File: src/rtl/multicycle_control_unit_if.sv
// ----------------------------------------------------------------------------
// multicycle_control_unit_if
//   Bundles the signals between the multicycle control unit, the instruction
//   register, the memory request/ready handshakes and the datapath selects.
//
//   master : the control unit (drives requests, enables and selects)
//   slave  : instruction register / caches / datapath side
//
//   InstrOp, InstrFunc   opcode and funct fields of the current instruction
//   Equal                ALU operands compare equal
//   iHit, dHit           instruction / data memory ready
//   iMemRe, dMemRe, dMemWr  memory requests
//   IrWEN, PcWEN, PcSrc, JType, JReg, regWEN  register enables and PC selects
//   RegDst, MemToReg, AluSrc, ExtOp, UpperImm, RegZero, AluOp  datapath selects
//   Halt, Fault          sticky stop / error status
//   State                current sequencer state, for debug
// ----------------------------------------------------------------------------
interface multicycle_control_unit_if;
    logic [5:0] InstrOp;
    logic [5:0] InstrFunc;
    logic       Equal;
    logic       iHit;
    logic       dHit;

    logic       iMemRe;
    logic       dMemRe;
    logic       dMemWr;
    logic       IrWEN;
    logic       PcWEN;
    logic       PcSrc;
    logic       JType;
    logic       JReg;
    logic       regWEN;
    logic       RegDst;
    logic       MemToReg;
    logic       AluSrc;
    logic       ExtOp;
    logic       UpperImm;
    logic       RegZero;
    logic [3:0] AluOp;
    logic       Halt;
    logic       Fault;
    logic [2:0] State;

    modport master (
        input  InstrOp, InstrFunc, Equal, iHit, dHit,
        output iMemRe, dMemRe, dMemWr, IrWEN, PcWEN, PcSrc, JType, JReg,
               regWEN, RegDst, MemToReg, AluSrc, ExtOp, UpperImm, RegZero,
               AluOp, Halt, Fault, State
    );

    modport slave (
        output InstrOp, InstrFunc, Equal, iHit, dHit,
        input  iMemRe, dMemRe, dMemWr, IrWEN, PcWEN, PcSrc, JType, JReg,
               regWEN, RegDst, MemToReg, AluSrc, ExtOp, UpperImm, RegZero,
               AluOp, Halt, Fault, State
    );
endinterface

File: src/rtl/multicycle_control_unit.sv
// ----------------------------------------------------------------------------
// multicycle_control_unit
//   Multicycle MIPS sequencer: FETCH -> DECODE -> EXEC -> (MEM) -> (WB).
//   Memory requests are held until iHit/dHit; a per-phase wait watchdog
//   forces FAULT after MEM_TIMEOUT idle cycles (0 disables it). HALT and
//   FAULT are sticky until RST.
//
//   Ports:
//     CLK, RST   clock (rising edge), asynchronous active-high reset
//     cu         multicycle_control_unit_if.master (IR fields, hits, requests,
//                enables, datapath selects, Halt/Fault/State)
//     InstrCount, CycleCount  saturating performance counters, present only
//                when CU_PERF_COUNT_EN is defined
//
//   State codes: FETCH=0 DECODE=1 EXEC=2 MEM=3 WB=4 HALT=5 FAULT=6.
//   AluOp codes: SLL=0 SRL=1 ADD=2 SUB=3 AND=4 OR=5 XOR=6 NOR=7 SLT=8 SLTU=9.
// ----------------------------------------------------------------------------
module multicycle_control_unit #(
    parameter int unsigned MEM_TIMEOUT = 255,
    parameter int unsigned TO_W        = 8
`ifdef CU_PERF_COUNT_EN
    ,
    parameter int unsigned CNT_W       = 32
`endif
) (
    input  logic CLK,
    input  logic RST,
    multicycle_control_unit_if.master cu
`ifdef CU_PERF_COUNT_EN
    ,
    output logic [CNT_W-1:0] InstrCount,
    output logic [CNT_W-1:0] CycleCount
`endif
);

    typedef enum logic [2:0] {
        FETCH  = 3'd0,
        DECODE = 3'd1,
        EXEC   = 3'd2,
        MEM    = 3'd3,
        WB     = 3'd4,
        HALT   = 3'd5,
        FAULT  = 3'd6
    } state_t;

    localparam logic [5:0] OP_RTYPE = 6'h00, OP_J    = 6'h02, OP_JAL  = 6'h03,
                           OP_BEQ   = 6'h04, OP_BNE  = 6'h05, OP_ADDI = 6'h08,
                           OP_ADDIU = 6'h09, OP_SLTI = 6'h0A, OP_SLTIU = 6'h0B,
                           OP_ANDI  = 6'h0C, OP_ORI  = 6'h0D, OP_XORI = 6'h0E,
                           OP_LUI   = 6'h0F, OP_LW   = 6'h23, OP_SW   = 6'h2B,
                           OP_HALT  = 6'h3F;

    localparam logic [5:0] FN_SLL = 6'h00, FN_SRL = 6'h02, FN_JR   = 6'h08,
                           FN_ADD = 6'h20, FN_ADDU = 6'h21, FN_SUB = 6'h22,
                           FN_SUBU = 6'h23, FN_AND = 6'h24, FN_OR  = 6'h25,
                           FN_XOR = 6'h26, FN_NOR = 6'h27, FN_SLT  = 6'h2A,
                           FN_SLTU = 6'h2B;

    localparam logic [3:0] ALU_SLL = 4'd0, ALU_SRL = 4'd1, ALU_ADD = 4'd2,
                           ALU_SUB = 4'd3, ALU_AND = 4'd4, ALU_OR  = 4'd5,
                           ALU_XOR = 4'd6, ALU_NOR = 4'd7, ALU_SLT = 4'd8,
                           ALU_SLTU = 4'd9;

    state_t          state;
    logic [TO_W-1:0] wait_cnt;
    logic [TO_W-1:0] wait_nxt;
    logic            wait_expired;

    logic [5:0] op;
    logic [5:0] funct;
    logic       op_ok, is_jr;
    logic       reg_dst, alu_src, ext_op, upper_imm, reg_zero, mem_to_reg;
    logic [3:0] alu_op;

    assign op    = cu.InstrOp;
    assign funct = cu.InstrFunc;

    // The wait counter counts completed idle cycles; reaching the limit on
    // this edge means MEM_TIMEOUT idle cycles have elapsed. A hit is tested
    // first, so it wins on the boundary cycle.
    assign wait_nxt     = wait_cnt + 1'b1;
    assign wait_expired = (MEM_TIMEOUT != 0) && (wait_nxt == TO_W'(MEM_TIMEOUT));

    // Instruction decode, independent of state.
    always_comb begin
        op_ok      = 1'b1;
        is_jr      = 1'b0;
        reg_dst    = 1'b0;
        alu_src    = 1'b0;
        ext_op     = 1'b0;
        upper_imm  = 1'b0;
        reg_zero   = 1'b0;
        mem_to_reg = 1'b0;
        alu_op     = ALU_ADD;
        case (op)
            OP_RTYPE: begin
                reg_dst = 1'b1;
                case (funct)
                    FN_SLL:          alu_op = ALU_SLL;
                    FN_SRL:          alu_op = ALU_SRL;
                    FN_JR:           is_jr  = 1'b1;
                    FN_ADD, FN_ADDU: alu_op = ALU_ADD;
                    FN_SUB, FN_SUBU: alu_op = ALU_SUB;
                    FN_AND:          alu_op = ALU_AND;
                    FN_OR:           alu_op = ALU_OR;
                    FN_XOR:          alu_op = ALU_XOR;
                    FN_NOR:          alu_op = ALU_NOR;
                    FN_SLT:          alu_op = ALU_SLT;
                    FN_SLTU:         alu_op = ALU_SLTU;
                    default:         op_ok  = 1'b0;
                endcase
            end
            OP_J, OP_JAL, OP_HALT: ;
            OP_BEQ, OP_BNE: begin ext_op = 1'b1; alu_op = ALU_SUB; end
            OP_ADDI, OP_ADDIU: begin alu_src = 1'b1; ext_op = 1'b1; end
            OP_SLTI:  begin alu_src = 1'b1; ext_op = 1'b1; alu_op = ALU_SLT;  end
            OP_SLTIU: begin alu_src = 1'b1; ext_op = 1'b1; alu_op = ALU_SLTU; end
            OP_ANDI:  begin alu_src = 1'b1; alu_op = ALU_AND; end
            OP_ORI:   begin alu_src = 1'b1; alu_op = ALU_OR;  end
            OP_XORI:  begin alu_src = 1'b1; alu_op = ALU_XOR; end
            // LUI: $zero OR (imm << 16)
            OP_LUI:   begin alu_src = 1'b1; upper_imm = 1'b1; reg_zero = 1'b1; alu_op = ALU_OR; end
            OP_LW:    begin alu_src = 1'b1; ext_op = 1'b1; mem_to_reg = 1'b1; end
            OP_SW:    begin alu_src = 1'b1; ext_op = 1'b1; end
            default:  op_ok = 1'b0;
        endcase
    end

    // Output decode; everything is gated off while RST is high so an abort
    // never leaves a partial write or request on the bus.
    always_comb begin
        cu.iMemRe   = 1'b0;
        cu.dMemRe   = 1'b0;
        cu.dMemWr   = 1'b0;
        cu.IrWEN    = 1'b0;
        cu.PcWEN    = 1'b0;
        cu.PcSrc    = 1'b0;
        cu.JType    = 1'b0;
        cu.JReg     = 1'b0;
        cu.regWEN   = 1'b0;
        cu.RegDst   = 1'b0;
        cu.MemToReg = 1'b0;
        cu.AluSrc   = 1'b0;
        cu.ExtOp    = 1'b0;
        cu.UpperImm = 1'b0;
        cu.RegZero  = 1'b0;
        cu.AluOp    = '0;
        cu.Halt     = 1'b0;
        cu.Fault    = 1'b0;
        if (!RST) begin
            if (state == EXEC || state == MEM || state == WB) begin
                cu.RegDst   = reg_dst;
                cu.AluSrc   = alu_src;
                cu.ExtOp    = ext_op;
                cu.UpperImm = upper_imm;
                cu.RegZero  = reg_zero;
                cu.MemToReg = mem_to_reg;
                cu.AluOp    = alu_op;
            end
            case (state)
                FETCH: begin
                    cu.iMemRe = 1'b1;
                    cu.IrWEN  = cu.iHit;
                end
                EXEC: begin
                    case (op)
                        OP_BEQ: begin cu.PcWEN = 1'b1; cu.PcSrc = cu.Equal;  end
                        OP_BNE: begin cu.PcWEN = 1'b1; cu.PcSrc = !cu.Equal; end
                        OP_J:   begin cu.PcWEN = 1'b1; cu.JType = 1'b1; end
                        OP_JAL: begin cu.PcWEN = 1'b1; cu.JType = 1'b1; cu.regWEN = 1'b1; end
                        OP_RTYPE: begin
                            cu.PcWEN = is_jr;
                            cu.JReg  = is_jr;
                        end
                        default: ;
                    endcase
                end
                MEM: begin
                    cu.dMemRe = (op == OP_LW);
                    cu.dMemWr = (op == OP_SW);
                    cu.PcWEN  = (op == OP_SW) && cu.dHit;
                end
                WB: begin
                    cu.regWEN = 1'b1;
                    cu.PcWEN  = 1'b1;
                end
                HALT:  cu.Halt = 1'b1;
                FAULT: begin cu.Halt = 1'b1; cu.Fault = 1'b1; end
                default: ;
            endcase
        end
    end

    assign cu.State = state;

    // Sequencer. wait_cnt defaults to clear, so every state change and every
    // non-waiting cycle resets it; only an unanswered request advances it.
    always_ff @(posedge CLK or posedge RST) begin
        if (RST) begin
            state    <= FETCH;
            wait_cnt <= '0;
        end else begin
            wait_cnt <= '0;
            case (state)
                FETCH: begin
                    if (cu.iHit)           state    <= DECODE;
                    else if (wait_expired) state    <= FAULT;
                    else                   wait_cnt <= wait_nxt;
                end
                DECODE: begin
                    if (op == OP_HALT) state <= HALT;
                    else if (!op_ok)   state <= FAULT;
                    else               state <= EXEC;
                end
                EXEC: begin
                    case (op)
                        OP_BEQ, OP_BNE, OP_J, OP_JAL: state <= FETCH;
                        OP_LW, OP_SW:                 state <= MEM;
                        OP_RTYPE:                     state <= is_jr ? FETCH : WB;
                        default:                      state <= WB;
                    endcase
                end
                MEM: begin
                    if (cu.dHit)           state    <= (op == OP_LW) ? WB : FETCH;
                    else if (wait_expired) state    <= FAULT;
                    else                   wait_cnt <= wait_nxt;
                end
                WB:      state <= FETCH;
                HALT:    state <= HALT;
                FAULT:   state <= FAULT;
                default: state <= FAULT;
            endcase
        end
    end

`ifdef CU_PERF_COUNT_EN
    // Retirement is any PC update, plus the HALT instruction itself.
    always_ff @(posedge CLK or posedge RST) begin
        if (RST) begin
            InstrCount <= '0;
            CycleCount <= '0;
        end else begin
            if (state != HALT && state != FAULT && CycleCount != '1)
                CycleCount <= CycleCount + 1'b1;
            if ((cu.PcWEN || (state == DECODE && op == OP_HALT)) && InstrCount != '1)
                InstrCount <= InstrCount + 1'b1;
        end
    end
`endif

endmodule
File: src/flat_wrapper.sv
// flat-port wrapper written by rule: the top's interface ports become plain ports
module multicycle_control_unit_flat 
#(
    parameter int unsigned MEM_TIMEOUT = 255,
    parameter int unsigned TO_W        = 8

)
  (CLK, RST, cu_InstrOp, cu_InstrFunc, cu_Equal, cu_iHit, cu_dHit, cu_iMemRe, cu_dMemRe, cu_dMemWr, cu_IrWEN, cu_PcWEN, cu_PcSrc, cu_JType, cu_JReg, cu_regWEN, cu_RegDst, cu_MemToReg, cu_AluSrc, cu_ExtOp, cu_UpperImm, cu_RegZero, cu_AluOp, cu_Halt, cu_Fault, cu_State);
  multicycle_control_unit_if cu_i ();
  input  logic CLK;
  input  logic RST;
  input wire logic [$bits(cu_i.InstrOp)-1:0] cu_InstrOp;
  input wire logic [$bits(cu_i.InstrFunc)-1:0] cu_InstrFunc;
  input wire logic [$bits(cu_i.Equal)-1:0] cu_Equal;
  input wire logic [$bits(cu_i.iHit)-1:0] cu_iHit;
  input wire logic [$bits(cu_i.dHit)-1:0] cu_dHit;
  output wire logic [$bits(cu_i.iMemRe)-1:0] cu_iMemRe;
  output wire logic [$bits(cu_i.dMemRe)-1:0] cu_dMemRe;
  output wire logic [$bits(cu_i.dMemWr)-1:0] cu_dMemWr;
  output wire logic [$bits(cu_i.IrWEN)-1:0] cu_IrWEN;
  output wire logic [$bits(cu_i.PcWEN)-1:0] cu_PcWEN;
  output wire logic [$bits(cu_i.PcSrc)-1:0] cu_PcSrc;
  output wire logic [$bits(cu_i.JType)-1:0] cu_JType;
  output wire logic [$bits(cu_i.JReg)-1:0] cu_JReg;
  output wire logic [$bits(cu_i.regWEN)-1:0] cu_regWEN;
  output wire logic [$bits(cu_i.RegDst)-1:0] cu_RegDst;
  output wire logic [$bits(cu_i.MemToReg)-1:0] cu_MemToReg;
  output wire logic [$bits(cu_i.AluSrc)-1:0] cu_AluSrc;
  output wire logic [$bits(cu_i.ExtOp)-1:0] cu_ExtOp;
  output wire logic [$bits(cu_i.UpperImm)-1:0] cu_UpperImm;
  output wire logic [$bits(cu_i.RegZero)-1:0] cu_RegZero;
  output wire logic [$bits(cu_i.AluOp)-1:0] cu_AluOp;
  output wire logic [$bits(cu_i.Halt)-1:0] cu_Halt;
  output wire logic [$bits(cu_i.Fault)-1:0] cu_Fault;
  output wire logic [$bits(cu_i.State)-1:0] cu_State;
  assign cu_i.InstrOp = cu_InstrOp;
  assign cu_i.InstrFunc = cu_InstrFunc;
  assign cu_i.Equal = cu_Equal;
  assign cu_i.iHit = cu_iHit;
  assign cu_i.dHit = cu_dHit;
  assign cu_iMemRe = cu_i.iMemRe;
  assign cu_dMemRe = cu_i.dMemRe;
  assign cu_dMemWr = cu_i.dMemWr;
  assign cu_IrWEN = cu_i.IrWEN;
  assign cu_PcWEN = cu_i.PcWEN;
  assign cu_PcSrc = cu_i.PcSrc;
  assign cu_JType = cu_i.JType;
  assign cu_JReg = cu_i.JReg;
  assign cu_regWEN = cu_i.regWEN;
  assign cu_RegDst = cu_i.RegDst;
  assign cu_MemToReg = cu_i.MemToReg;
  assign cu_AluSrc = cu_i.AluSrc;
  assign cu_ExtOp = cu_i.ExtOp;
  assign cu_UpperImm = cu_i.UpperImm;
  assign cu_RegZero = cu_i.RegZero;
  assign cu_AluOp = cu_i.AluOp;
  assign cu_Halt = cu_i.Halt;
  assign cu_Fault = cu_i.Fault;
  assign cu_State = cu_i.State;
  multicycle_control_unit #(.MEM_TIMEOUT(MEM_TIMEOUT), .TO_W(TO_W)) u_core (.CLK(CLK), .RST(RST), .cu(cu_i));
endmodule
File: config.mk
export PLATFORM = sky130hd
export DESIGN_NAME = multicycle_control_unit_flat
export DESIGN_NICKNAME = d
export VERILOG_FILES = /design/src/rtl/multicycle_control_unit_if.sv /design/src/rtl/multicycle_control_unit.sv /design/src/flat_wrapper.sv
export SDC_FILE = /design/constraint.sdc
export NUM_CORES = 1
export LEC_CHECK = 0
export CORE_UTILIZATION = 55
export DETAILED_ROUTE_END_ITERATION = 16
export DONT_BUFFER_PORTS = 1
export PLACE_DENSITY = 0.7
export SLEW_MARGIN = 20
export SYNTH_ARGS = -nofsm -noshare
export SYNTH_HDL_FRONTEND = slang
export SYNTH_SLANG_ARGS = --single-unit
export TNS_END_PERCENT = 1
File: constraint.sdc
create_clock -name CLK -period 2.3 [get_ports CLK]
set_input_delay 0.345 -clock CLK [delete_from_list [all_inputs] [get_ports CLK]]
set_output_delay 0.345 -clock CLK [all_outputs]
set_load 0.1 [all_outputs]
==> metrics.md, run 1 <==
| Metric | Value |
|---|---|
| R2R setup slack | 0.35 ns |
| Synth Instances | 183 |
| Final wirelength | 4505 um |
| Via count | 1,596 |
| IR drop worst, VDD | 0.001223 V |
| Boundary Pins | 41 |
| Fin. max-slew vios | 0 |
| Crit path arrival time | 1.89 ns |
| Via density | 6.909 |
| Synthesized flop and latch total | 11 |
| Outcome | completed |
| Placement-stage worst setup slack | 0.1592 ns |
| H-Tree Depth | 1 |
| IO Port Bufs | 0 |
| Leading area contributor after synthesis | dfrtp_1 |
| Register clock-pin slew on the reported worst setup and hold paths | 0.07 ns |
| Die ar. | 2595 um^2 |
| Synthesis-to-finish area growth | 53.56% |
| Worst Skew | 0.004575 ns |
| Pwr dens | 807.3 nW/um^2 |
| Final hold violations | 0 |
| Relative slew slack | 0.5626 |
| CTS tree | yes |
| Post-synthesis cell type count | 52 |
| Post-route ant nets | 0 |
| Gr usage total | 0.3737 |
| Top FF cell, synth | dfrtp_1 |
| Antenna violations before repair | 0 |
| Synth top area share | 0.2089 |
| GP Congestion | 0.9442 |
| Source of the critical timing path | u_core.cu.State[2]$_DFF_PP0_ |
| Post-synth ARST share | 1.000 |
| Worst Path Max Fanout | 8 |
| EDFF count, synth | 0 |
| Worst setup margin | 0.06685 ns |
| Fillers | 98 |
| Worst reg2reg path startpoint | u_core.cu.State[1]$_DFF_PP0_ |
| Drt initial violations | 100 |
| Slew @ Worst Pin | 0.6492 ns |
| Number of buffers created by CTS | 3 |
| MaxCap Viol Count | 0 |
| Starting Density | 0.5899 |
| Number of placement rows | 17 |
| Share of cells above drive strength 1 | 0.3300 |
| Clock Tree Root | clkbuf_4 |
| Pin count of the biggest net entering global routing | 20 |
| Power Total | 0.001633 W |
| Syn Nets | 202 |
| Remaining DRCs | 0 |
| Vias in the first global route | 1,472 |
| Ys Warns | 0 |
| Worst Path Required | 1.96 ns |
| Mean Syn Cell Area | 7.200 um^2 |
| Global-route wire length before repair | 7162 um |
| Fmax | 447.8 MHz |
| Die Height | 50.95 um |
| Pre-antenna DRT Iters | 7 |
| RSZ-0062 raised after global routing | yes |
| Post-CTS Setup Inserts | 0 |
| Nets | 223 |
| Antenna Cells | 0 |
| Crit Path Class | register to output pin |
| Total global routing overflow | 0 |
| Fin crit period | 2.233 ns |
| CTS sink cnt | 11 |
| Worst setup EP type | output pin |
| Hold crit path type | primary input to asynchronous set/reset pin |
| Final Setup Violations | 0 |
| Fin crit share | 0.9709 |
| Proportion of synthesized chip area in sequential cells | 0.2089 |
| Die width | 50.95 um |
| Leakage power | 0.7384 nW |
| Crit path launch type | register |
| Core ar. | 2233 um^2 |
| Clk buf depth | 2 |
| Worst skew pair latency | 0.27 ns |
| Synthesized area | 1318 um^2 |
| Detailed-placement wirelength estimate | 3399 um |
| Area contributors post-synth | dfrtp_1 21%, nor2_1 6.6%, nand2_1 4.8% |
| WL/cell | 19.50 um |
| Post-CTS Hold Fix Bufs | 0 |
-- synthesized netlist by cell type, types with 2 or more instances --
cell       n
nand4b_1   2
or3_1      4
o41ai_1    2
inv_1      9
and3_1     3
o21ai_0    6
dfrtp_1   11
nor2_1    23
a211oi_1   2
xor2_1     5
a31oi_1    3
nor3b_1    4
nor4_1     6
xnor2_1    5
nand2_1   17
o22ai_1    2
nor4b_1    2
a21o_1     2
a21oi_1    7
nand3b_1   2
nand4_1    2
nand2b_1   5
nor3_1    11
clkbuf_1   8
nand3_1    7
ha_1       2
nor2b_1    5
buf_4      2
-- worst max-delay path, cell delays in order, from the launching register on --
cell and delay [ns]:
dfrtp_4 0.53, buf_4 0.28, nand2b_1 0.34, nor3_4 0.28, buf_12 0.20
-- sequential cells by signal, indices dropped and copies added (netlist names) --
name,cells
u_core.wait_cnt,8
u_core.cu.State,3
-- path summary, 6_finish.rpt --
| path | depth (start not counted) | to |
|---|---|---|
| min in group CLK | 3 | u_core.cu.State[0]$_DFF_PP0_ |
| worst max register to register | 5 | u_core.wait_cnt[2]$_DFF_PP0_ |
| worst max-delay path | 4 | cu_dMemRe |
| max in group asynchronous | 2 | u_core.cu.State[2]$_DFF_PP0_ |
| worst min-delay path | 2 | u_core.cu.State[0]$_DFF_PP0_ |
| worst min register to register | 1 | u_core.wait_cnt[0]$_DFF_PP0_ |
-- cells in the final DEF (no fill, tap or decap), types with 3 or more instances in the layout --
| cell type | count |
|---|---|
| nor2_2 | 3 |
| a31oi_1 | 3 |
| a21oi_1 | 6 |
| nor2_1 | 20 |
| or3_1 | 4 |
| nand2_1 | 17 |
| and3_1 | 3 |
| nand2b_1 | 5 |
| xor2_1 | 5 |
| o21ai_0 | 6 |
| xnor2_1 | 5 |
| nor4_4 | 4 |
| buf_4 | 9 |
| buf_12 | 18 |
| nand3_1 | 7 |
| nor3_1 | 5 |
| dfrtp_1 | 8 |
| dfrtp_4 | 3 |
| inv_1 | 9 |
| nor3_4 | 5 |
| clkbuf_4 | 3 |
| nor2b_4 | 3 |
-- final cells by class --
type                    count  area, um^2  area share
multi-input cells         151        1189      0.5875
flip-flops and latches     11       286.5      0.1416
well taps                  28       35.03     0.01732
inverters                   9       33.78     0.01670
repair buffers             28       452.9      0.2239
clock buffers               4       26.28     0.01299
-- what timing repair did --
action,4_1_cts,5_1_grt
resized for setup,1,3
pin swaps,2,2
setup endpoints to repair,6,4
-- report_power, final --
part | internal, W | switching, W
Sequential | 0.000244 | 0.000132
Combinational | 0.000349 | 0.000777
Clock | 0.0000671 | 0.0000641
-- cells by family after synthesis --
logic type / Yosys count / share of synthesized area
XOR/XNOR: 10 / 0.06647
AO/OA/AOI/OAI: 38 / 0.2080
buffers and inverters: 21 / 0.07217
flip-flops: 11 / 0.2089
AND/OR/NAND/NOR: 100 / 0.4178
adder cells (fa/ha/maj): 2 / 0.01899
multiplexers: 1 / 0.007598
-- layer usage --
metal | track usage | vias up | wire length, um
li1 | - | 706 | -
met1 | 0.4607 | 757 | 1603
met2 | 0.6316 | 121 | 2284
met3 | 0.08631 | 12 | 483
met4 | 0.1343 | 0 | 133
met5 | 0 | - | 0
-- stage by stage --
step	hold WS [ns]	cells	util	TNS, ns	area, um^2
CTS	0.001893	231	0.9020	0	2014
global route	0.01502	231	0.9059	-0.03678	2023
detailed placement	0.2845	227	0.8880	0	1983
floorplan	0.2495	183	-	-8.467	1490
finish	0.0006899	231	0.9059	0	2023
global placement	0.2669	227	0.8880	0	1983
No activity file was read; power rests on OpenSTA's default activity.
==> run 2: changes to the inputs <==
- PLACE_DENSITY: 0.7 -> 0.73
- clock period: 2.3 -> 1.9 ns (I/O delays scaled with it)
==> metrics.md, run 2 <==
| Metric | Value |
|---|---|
| Outcome | stopped before the end |
| Fail Step | clock tree synthesis (4_1_cts) |
| Tool error | [ERROR DPL-0033] detailed placement checks failed during check placement. |
| Dpl cell area | 2116 um^2 (+6.7%) |
| CTS sink cnt | 11 (unchanged) |
| Post-synthesis mux area share | 0.007597 (unchanged) |
| Synthesized area | 1318 um^2 (unchanged) |
| Leading area contributor after synthesis | dfrtp_1 |
| Die Height | 50.95 um (unchanged) |
| Post-CTS Setup Inserts | 0 (unchanged) |
| Synthesized-area fraction occupied by adder cells | 0.01899 (unchanged) |
| Detailed-placement wirelength estimate | 4367 um (+28%) |
| Clk buf depth | 2 (unchanged) |
| Synth Area in Simple Gates | 0.4179 (unchanged) |
| Synth top area share | 0.2089 (unchanged) |
| Syn Nets | 202 (unchanged) |
| Starting Density | 0.5899 (unchanged) |
| Placement-stage worst setup slack | -0.2274 ns (-0.3866 ns) |
| Post-synthesis cell type count | 52 (unchanged) |
| Ys Warns | 0 (unchanged) |
| Top-count cell post-synth | nor2_1 |
| Number of placement rows | 17 (unchanged) |
| Die width | 50.95 um (unchanged) |
| Post-synthesis xor/xnor area fraction | 0.06648 (unchanged) |
| GP Congestion | 0.9523 (+0.86%) |
| Boundary Pins | 41 (unchanged) |
| Proportion of synthesized chip area in sequential cells | 0.2089 (unchanged) |
| H-Tree Depth | 1 (unchanged) |
| Synth Instances | 183 (unchanged) |
| Post-cts resize count | 13 (+12) |
| Clock Tree Root | clkbuf_4 |
| IO Port Bufs | 0 (unchanged) |
| Synth top cells by count | 23 x nor2_1, 17 x nand2_1, 11 x dfrtp_1, 11 x nor3_1, 9 x inv_1 |
| Largest family of logic cells by synthesized area | simple AND/OR/NAND/NOR gates |
| EDFF count, synth | 0 (unchanged) |
| Compound-Gate Fraction of Synth Area | 0.2080 (unchanged) |
| Mean Syn Cell Area | 7.200 um^2 (unchanged) |
| Number of buffers created by CTS | 3 (unchanged) |
| Top FF cell, synth | dfrtp_1 |
| Synthesized flop and latch total | 11 (unchanged) |
| Post-CTS Hold Fix Bufs | 1 (+1) |
| Area contributors post-synth | dfrtp_1 21%, nor2_1 6.6%, nand2_1 4.8% |
| Post-synth ARST share | 1.000 (unchanged) |
run 2: cell counts after synthesis:
Identical to the previous run, type by type.
run 2: cells by family after synthesis:
| group | Yosys count |
|---|---|
| and+or+nand+nor | 100 |
| buffers and inverters | 21 |
| muxes | 1 |
| AOI/OAI and AO/OA | 38 |
| adders and majority gates | 2 |
| xor gates and xnor gates | 10 |
| DFF | 11 |
run 2: per-stage QoR:
| stage | setup TNS [ns] | std cells | utilization |
|---|---|---|---|
| 3_5_place_dp | -1.522 | 243 | 0.9473 |
| 3_3_place_gp | -0.09336 | 243 | 0.9473 |
| 2_1_floorplan | -15.39 | 183 | - |
==> run 3: changes to the inputs <==
- CORE_AREA: unset -> 2 2 63 65
- CORE_UTILIZATION: 55 -> unset
- DIE_AREA: unset -> 0 0 65 67
- PLACE_DENSITY: 0.73 -> unset
- PLACE_DENSITY_LB_ADDON: unset -> 0.15
- clock period: 1.9 -> 2.45 ns (I/O delays scaled with it)
==> metrics.md, run 3 (synthesis results as in run 1) <==
| Metric | Value |
|---|---|
| Register clock-pin slew on the reported worst setup and hold paths | 0.05 ns |
| Worst skew pair latency | 0.23 ns |
| Most flop-heavy register | u_core.wait_cnt |
| Leading cell types in the layout, fill and taps excluded | 20 x nor2_1, 17 x nand2_1, 15 x buf_12 |
| Gr usage total | 0.1807 |
| Worst Path Max Fanout | 17 |
| Die Height | 67 um (+32%) |
| Fmax | 434.8 MHz |
| Post-CTS Hold Fix Bufs | 0 (-1) |
| Worst setup EP type | output pin |
| Placed cell count | 247 (+1.6%) |
| Outcome | completed |
| Vias in the first global route | 1,339 |
| Remaining DRCs | 0 |
| Post-route insts no fill | 251 |
| Clk buf depth | 2 (unchanged) |
| Pwr dens | 765.4 nW/um^2 |
| Post-route ant nets | 0 |
| Via count | 1,432 |
| Final Setup Violations | 0 |
| Pin count of the biggest net entering global routing | 20 |
| MaxCap Viol Count | 0 |
| Via density | 5.705 |
| Share of cells above drive strength 1 | 0.3202 |
| Crit path launch type | register |
| Hold crit path type | primary input to asynchronous set/reset pin |
| RSZ-0062 raised after global routing | no |
| Boundary Pins | 41 (unchanged) |
| Worst Path Required | 2.08 ns |
| Core ar. | 3606 um^2 |
| Starting Density | 0.3654 (-0.2245) |
| GP Congestion | 0.8929 (-6.2%) |
| Slew @ Worst Pin | 0.6121 ns |
| IR drop worst, VDD | 0.0004116 V |
| Largest register FFs | 8 |
| Leakage power | 0.7373 nW |
| Final wirelength | 3769 um |
| Detailed-placement wirelength estimate | 2988 um (-32%) |
| Die ar. | 4355 um^2 |
| Total global routing overflow | 0 |
| Global-route wire length before repair | 6327 um |
| Antenna violations before repair | 0 |
| WL/cell | 15.02 um |
| Clock Tree Root | clkbuf_8 |
| Fin. max-slew vios | 0 |
| Antenna Cells | 0 |
| Number of placement rows | 22 (+5) |
| IO Port Bufs | 0 (unchanged) |
| Drt initial violations | 80 |
| Fin crit share | 0.9387 |
| Fin crit period | 2.300 ns |
| Nets | 223 |
| Worst Skew | 0.002785 ns |
| Commonest non-fill, non-tap cell in the layout | nor2_1 |
| Final Core Density | 0.5604 |
| Crit Path Class | register to output pin |
| Relative slew slack | 0.5876 |
| Number of buffers created by CTS | 3 (unchanged) |
| CTS tree | yes |
| Die width | 65 um (+28%) |
| H-Tree Depth | 1 (unchanged) |
| Final hold violations | 0 |
| CTS sink cnt | 11 (unchanged) |
| Pre-antenna DRT Iters | 4 |
| Crit path arrival time | 1.93 ns |
| Synthesis-to-finish area growth | 53.37% |
| Worst setup margin | 0.1501 ns |
| Placement-stage worst setup slack | 0.2874 ns (+0.5148 ns) |
==> run 3: through the flow <==
step / hold WS, ns / total power, W / setup TNS (ns) / cell area [um^2]
final: 0.1335 / 0.001547 / 0 / 2021
after global placement: 0.3707 / 0.001365 / 0 / 1971
after global routing: 0.1524 / 0.001632 / 0 / 2021
after floorplan: 0.2720 / 0.001116 / -6.064 / 1490
after CTS: 0.1326 / 0.001549 / 0 / 2016
after detailed placement: 0.3792 / 0.001372 / 0 / 1971
==> run 3: where the power goes <==
group | switching [W] | leakage [nW] | internal (W) | total, W
registers | 0.000129 | 0.145 | 0.000230 | 0.000359
clock network | 0.0000596 | 0.0228 | 0.000114 | 0.000173
logic | 0.000693 | 0.570 | 0.000321 | 0.00101
==> run 3: path summary, 6_finish.rpt <==
check / slack (ns) / endpoint / cells past startpoint / startpoint
min: 0.13 / u_core.wait_cnt[3]$_DFF_PP0_ / 2 / RST
max in group asynchronous: 2.13 / u_core.cu.State[0]$_DFF_PP0_ / 2 / RST
min in group CLK: 0.39 / u_core.cu.State[0]$_DFF_PP0_ / 3 / cu_dHit
max: 0.15 / cu_AluOp[0] / 5 / u_core.cu.State[1]$_DFF_PP0_
max reg2reg: 0.60 / u_core.wait_cnt[3]$_DFF_PP0_ / 6 / u_core.wait_cnt[0]$_DFF_PP0_
min reg2reg: 0.56 / u_core.wait_cnt[0]$_DFF_PP0_ / 1 / u_core.wait_cnt[0]$_DFF_PP0_
==> run 3: critical path: stages (launching register included) <==
cell,delay (ns)
dfrtp_4,0.57
nor2b_4,0.15
nor2b_4,0.17
o21ai_4,0.17
a2111oi_4,0.42
buf_12,0.22
==> run 3: area by class of cell <==
cell class	count	area, um^2
clock buffers	4	45.04
fillers	322	1585
inverters	9	33.78
multi-input cells	151	1177
flip-flops and latches	11	286.5
well taps	48	60.06
repair buffers	28	417.9
==> run 3: layer usage <==
layer  GRT usage  part of all wire  vias up
met5           0                 0        -
met4    0.007979                 0        0
met3     0.02872             0.046        0
met2      0.3299              0.51       35
met1      0.2343              0.44      687
li1            -                 -      710
==> run 3: repair_timing <==
item,4_1_cts,5_1_grt
setup endpoints to repair,0,3
hold endpoints to repair,0,0
setup buffers,0,0
resized for setup,0,1
